### src/rtl/wb_forward_pipe_pkg.sv
// wb_forward_pipe_pkg: word/register types and the EX/MEM and MEM/WB pipeline register layouts
package wb_forward_pipe_pkg;
  typedef logic [31:0] word_t;
  typedef logic [4:0]  regbits_t;
  typedef struct packed {
    logic     valid;
    logic     regWEN;
    regbits_t wsel;
    word_t    port_o;
    word_t    store;
    logic     dREN;
    logic     dWEN;
    logic     halt;
  } exmem_t;
  typedef struct packed {
    logic     valid;
    logic     regWEN;
    regbits_t wsel;
    word_t    wdat;
  } memwb_t;
endpackage

### src/rtl/wb_forward_pipe.sv
// wb_forward_pipe: EX/MEM + MEM/WB registers, dmem handshake with EX stall, forwarding fields, sticky halt and wait timeout
module wb_forward_pipe
  import wb_forward_pipe_pkg::*;
#(
  parameter int WAIT_LIMIT = 0
) (
  input  logic     CLK,
  input  logic     RST,
  input  logic     ex_valid,
  input  logic     ex_regWEN,
  input  regbits_t ex_wsel,
  input  word_t    ex_port_o,
  input  word_t    ex_store,
  input  logic     ex_dREN,
  input  logic     ex_dWEN,
  input  logic     ex_halt,
  input  logic     flush,
  input  logic     dhit,
  input  word_t    dmemload,
  output logic     dmemREN,
  output logic     dmemWEN,
  output word_t    dmemaddr,
  output word_t    dmemstore,
  output logic     ex_stall,
  output logic     exmem_WEN,
  output regbits_t exmem_wsel,
  output word_t    exmem_port_o,
  output logic     exmem_load,
  output logic     memwb_WEN,
  output regbits_t memwb_wsel,
  output word_t    rfif_wdat,
  output logic     halt,
  output logic     mem_timeout
);
  localparam int CW = WAIT_LIMIT > 0 ? $clog2(WAIT_LIMIT + 1) : 1;
  localparam logic [CW-1:0] LIM = CW'(WAIT_LIMIT);
  exmem_t exmem_q, exmem_d;
  memwb_t memwb_q, memwb_d;
  logic halt_q, halt_d, tmo_q, tmo_d, mem_busy;
  logic [CW-1:0] cnt_q, cnt_d;
  always_comb begin
    mem_busy = exmem_q.valid & (exmem_q.dREN | exmem_q.dWEN) & ~dhit;
    exmem_d = mem_busy ? exmem_q : (flush | halt_q) ? '0 :
              exmem_t'{ex_valid, ex_regWEN, ex_wsel, ex_port_o, ex_store, ex_dREN, ex_dWEN, ex_halt};
    memwb_d = (mem_busy | halt_q) ? '0 :
              memwb_t'{exmem_q.valid, exmem_q.regWEN, exmem_q.wsel, exmem_q.dREN ? dmemload : exmem_q.port_o};
    halt_d = halt_q | (~mem_busy & exmem_q.valid & exmem_q.halt);
    cnt_d = (WAIT_LIMIT == 0 || !mem_busy) ? '0 : (cnt_q == LIM) ? cnt_q : cnt_q + 1'b1;
    tmo_d = tmo_q | (WAIT_LIMIT != 0 && cnt_d == LIM);
  end
  always_ff @(posedge CLK) begin
    if (RST) begin
      exmem_q <= '0;
      memwb_q <= '0;
      halt_q  <= 1'b0;
      tmo_q   <= 1'b0;
      cnt_q   <= '0;
    end else begin
      exmem_q <= exmem_d;
      memwb_q <= memwb_d;
      halt_q  <= halt_d;
      tmo_q   <= tmo_d;
      cnt_q   <= cnt_d;
    end
  end
  assign dmemREN      = exmem_q.valid & exmem_q.dREN & ~halt_q;
  assign dmemWEN      = exmem_q.valid & exmem_q.dWEN & ~halt_q;
  assign dmemaddr     = exmem_q.port_o;
  assign dmemstore    = exmem_q.store;
  assign ex_stall     = mem_busy;
  assign exmem_WEN    = exmem_q.valid & exmem_q.regWEN & ~exmem_q.dREN & (|exmem_q.wsel);
  assign exmem_wsel   = exmem_q.wsel;
  assign exmem_port_o = exmem_q.port_o;
  assign exmem_load   = exmem_q.valid & exmem_q.dREN & (|exmem_q.wsel);
  assign memwb_WEN    = memwb_q.valid & memwb_q.regWEN & (|memwb_q.wsel);
  assign memwb_wsel   = memwb_q.wsel;
  assign rfif_wdat    = memwb_q.wdat;
  assign halt         = halt_q;
  assign mem_timeout  = tmo_q;
endmodule

### config.mk
export PLATFORM = sky130hd
export DESIGN_NAME = wb_forward_pipe
export DESIGN_NICKNAME = d
export VERILOG_FILES = /design/src/rtl/wb_forward_pipe_pkg.sv /design/src/rtl/wb_forward_pipe.sv
export SDC_FILE = /design/constraint.sdc
export NUM_CORES = 1
export LEC_CHECK = 0
export ABC_AREA = 1
export ABC_CLOCK_PERIOD_IN_PS = 1300
export BUFFER_PORTS_ARGS = -buffer_cell sky130_fd_sc_hd__buf_4
export CAP_MARGIN = 20
export CORE_ASPECT_RATIO = 1.1
export CORE_MARGIN = 2
export CORE_UTILIZATION = 45
export CTS_BUF_LIST = sky130_fd_sc_hd__clkbuf_4
export DETAILED_ROUTE_END_ITERATION = 10
export PLACE_DENSITY = 0.8
export SLEW_MARGIN = 20
export SYNTH_ARGS = -nofsm -noshare
export SYNTH_HDL_FRONTEND = slang
export SYNTH_SLANG_ARGS = --single-unit
### constraint.sdc
create_clock -name CLK -period 1.3 [get_ports CLK]
set_clock_uncertainty 0.1 [all_clocks]
set_input_delay 0.39 -clock CLK [delete_from_list [all_inputs] [get_ports CLK]]
set_output_delay 0.39 -clock CLK [all_outputs]
set_load 0.03 [all_outputs]
==> Word-level counts from Yosys, hierarchy flattened <==
Cells that the tools add are included.
{ "word_totals": {"elab_cells": 40, "input_bits": 110, "out_inout_bits": 146, "regBits": 114} }
{ "classes": {"n_mux": 2, "n_reduce_logical": 3, "bitwise": 22} }
{ "ops": {"columns": ["op", "count"], "rows": [
  ["$mux W74", 1],
  ["$mux W32", 1],
  ["$and A1 B1 Y1", 14],
  ["$reduce_or A5 Y1", 2],
  ["$not A1 Y1", 4],
  ["$or A1 B1 Y1", 4],
  ["$reduce_or A2 Y1", 1]
]} }

==> Longest topological paths before layout <==
{ "logic_depth": {"word_depth": 7, "mapped_depth": 8, "ltp_nobuf": 6} }

==> Worst setup path before layout <==
Ideal clock, no wire load.
{ "synth_timing": {"path_type": "flip-flop to flip-flop", "start": "reg halt_q, in the netlist halt", "end": "reg exmem_q (netlist bit dmemaddr[0])", "period_less_slack_ns": 1.494, "path_buffers": 2, "required_ns": 1.087, "path_stages_with_launch": 8, "t_arrival_ns": 1.281, "setup_slack_ns": -0.194, "setup_ns": 0.113, "path_cell_list": "dfxtp_1 -> nor2_4 -> inv_2 -> buf_2 -> buf_2 -> nor2_1 -> nor2_1 -> nor2_1"} }
{ "synth_via": {"elab_chain_cells": 2} }
{ "synth_lines": {"columns": ["item", "line_no", "text"], "rows": [
  ["start, declared", "wb_forward_pipe.sv:39", "logic halt_q, halt_d, tmo_q, tmo_d, mem_busy;"],
  ["start signal, assigned", "wb_forward_pipe.sv:61", "halt_q <= halt_d;"],
  ["$or A1 B1 Y1", "wb_forward_pipe.sv:43", "exmem_d = mem_busy ? exmem_q : (flush | halt_q) ? '0 :"],
  ["$mux W74", "wb_forward_pipe.sv:43", null],
  ["end signal, assigned", "wb_forward_pipe.sv:59", "exmem_q <= exmem_d;"],
  ["end, declared", "wb_forward_pipe.sv:37", "exmem_t exmem_q, exmem_d;"]
]} }
Every way passes these cells.
A chain may end at the register's enable or synchronous reset.

==> Final worst setup path <==
{ "layout_timing": {"start": "reg exmem_q (netlist bit exmem_wsel[3])", "end": "out exmem_WEN"} }
{ "layout_via": {"elab_chain_cells": 2} }
{ "layout_lines": {"columns": ["item", "line_no", "text"], "rows": [
  ["$reduce_or A5 Y1", "wb_forward_pipe.sv:71", "assign exmem_WEN = exmem_q.valid & exmem_q.regWEN & ~exmem_q.dREN & (|exmem_q.wsel);"],
  ["$and A1 B1 Y1", "wb_forward_pipe.sv:71", null],
  ["end, declared", "wb_forward_pipe.sv:25", "output logic exmem_WEN,"]
]} }
Every way passes these cells.

==> out/qor.csv <==
metric,value,unit
post-route antenna net violation count,0,
Final Power,8900,uW
CORE AREA,12600,um2
endpoints failing hold,0,
synth top area cells,"dfxtp_1, buf_4, nor2_1",
total global routing track utilization,25.9,%
Worst EP arrival,1.42,ns
total gr overflow,0,
Yosys Warn Count,0,
Inst Count DP,1089,
IR Drop Worst-Case VDD,0.641,mV
Initial DRC Count,420,
Final nets,1138,
DRT Pass-1 Iters,6,
RSZ-0062 raised after global routing,yes,
number of top-level pins,256,
synth-to-layout area growth,62.6,%
PD cells,938,nW/um2
via count,5822,
FP Rows,43,
Syn Nets,944,
post-synthesis register bit count,114,
Die H,123,um
Worst setup SP type,flip-flop,
CP Class,flip-flop to output pin,
Layout Cells excl Fill,1199,
CP endpoint kind,output pin,
CTS Buf Count,17,
R2R depth,8,
vias in the first global route,5672,
die area,13900,um2
antenna violations before repair,0,
CTS H-Tree Depth,4,
max_cap viols,0,
CP required,0.81,ns
Sink Count,114,
Setup Viol. Count Final,231,
Leak,0.00473,uW
Remaining DRCs,0,
R2R setup slack,-0.20,ns
run status,"finished, violations left",
clk_lat worst skew,0.53,ns
DR vias/cell,4.86,
Yosys cell types,18,
"worst slack, placed",-0.197,ns
Final Slew Violations,0,
Fin Hold WS,0.0429,ns
min cycle time layout,1.91,ns
violated checks,setup timing,
crit-path max FO,2,
Final WS setup,-0.612,ns
leading area contributor after synthesis,dfxtp_1,
Root Driver,clkbuf_4,
CTS tree,done,
setup TNS,-39.05,ns
wire length per cell,16.8,um
clock-pin slew on the worst setup and hold paths,0.10,ns
mapped cell area,5830,um2
share of the synthesized area in the top cell type,39.1,%
Post-Syn Instances,834,
DRT Wirelength,20100,um
fin crit share,147,%
Syn Area/Cell,6.99,um2
Hold/Removal Path Class,primary input to flip-flop,
"most common cell after layout, fill and taps aside",nor2_1,
sequential area share after synthesis,39.1,%
dpl hpwl,9960,um
Clock Tree Buf Depth,2,
GPL Wtd Cong,0.780,
die width,113,um
Initial Util,46.1,%
IO Port Bufs,254,
first-pass GRT wire length,27900,um
hold path depth,3,
most frequent cells in the layout,"nor2_1, buf_6, buf_4, nand2_1, dfxtp_2",
layout cell share with drive strength beyond 1,51.7,%
Fmax,523,MHz
pin count of the biggest net entering global routing,41,
-- cells by family after synthesis --
group	after synthesis	share of synthesized area [%]
AND/OR/NAND/NOR	433	30.1
buffers and inverters	250	26.1
flip-flops	114	39.1
AO/OA/AOI/OAI	18	1.55
multiplexers	18	3.09
other	1	0.0643
-- final cells by class --
cell class                 instances  area [um2]
tap                              157         196
multi-input combinational        470        2430
fill                             824        3160
timing repair buffer             356        3780
inverter                          69         275
clock buffer                      19         143
antenna                            1        2.50
sequential                       114        2490
clock inverter                    13         166
-- cells in the mapped netlist, drive strengths merged --
| library cell | n |
|---|---|
| a21oi | 18 |
| buf | 172 |
| clkbuf | 9 |
| conb | 1 |
| dfxtp | 114 |
| inv | 69 |
| mux2i | 18 |
| nand2 | 145 |
| nand3 | 26 |
| nand3b | 21 |
| nor2 | 238 |
| nor3 | 3 |
-- per-stage QoR --
| step | utilization [%] | area, um2 |
|---|---|---|
| finish | 75.0 | 9480 |
| global route | 75.0 | 9480 |
| CTS | 69.9 | 8830 |
| detailed placement | 55.3 | 6990 |
| global placement | 55.3 | 6990 |
| floorplan | - | 5870 |
-- sequential cells by signal, indices dropped and copies added (netlist names) --
signal / flops
dmemstore: 32
rfif_wdat: 32
exmem_q: 5
memwb_wsel: 5
exmem_wsel: 5
halt: 1
memwb_q: 2
dmemaddr: 32
-- report_power, final --
part | internal (uW) | switching [uW] | leakage (uW) | total (uW)
clock | 1530 | 1380 | 0.000165 | 2920
combinational | 1080 | 1120 | 0.00358 | 2200
sequential | 3650 | 139 | 0.000987 | 3790
total | 6260 | 2640 | 0.00473 | 8900
-- routing by layer --
layer	part of all wire [%]	GRT usage, %	vias to the layer above	routed length [um]
li1	-	-	2768	-
met1	35	26.8	2679	6980
met2	54	47.9	311	10800
met3	7.4	7.75	64	1490
met4	4.1	12.7	0	814
met5	0	0	-	0
-- what timing repair did --
item | 4_1_cts | 5_1_grt
resized for setup | 293 | 123
hold endpoints to repair | 34 | 0
endpoints found under the setup margin | 256 | 258
gates cloned | 7 | 8
pin swaps | 11 | 49
setup buffers | 20 | 10
hold buffers | 34 | 0
-- critical path, stage by stage (launching register included) --
cell and delay [ns]:
dfxtp_2 0.34, nor3_2 0.18, nand3_1 0.11, nand2_1 0.09
inv_2 0.04, buf_6 0.13
-- final timing paths --
| kind | end | from |
|---|---|---|
| hold / removal | rfif_wdat[14]$_SDFF_PP0_ | dmemload[14] |
| hold reg to reg | exmem_q[72]$_SDFFE_PP0N_ | exmem_q[72]$_SDFFE_PP0N_ |
| setup / recovery | exmem_WEN | exmem_wsel[3]$_SDFFE_PP0N_ |
| setup reg to reg | dmemstore[13]$_SDFFE_PP0N_ | halt$_SDFF_PP0_ |
(Power assumes the default switching activity.)
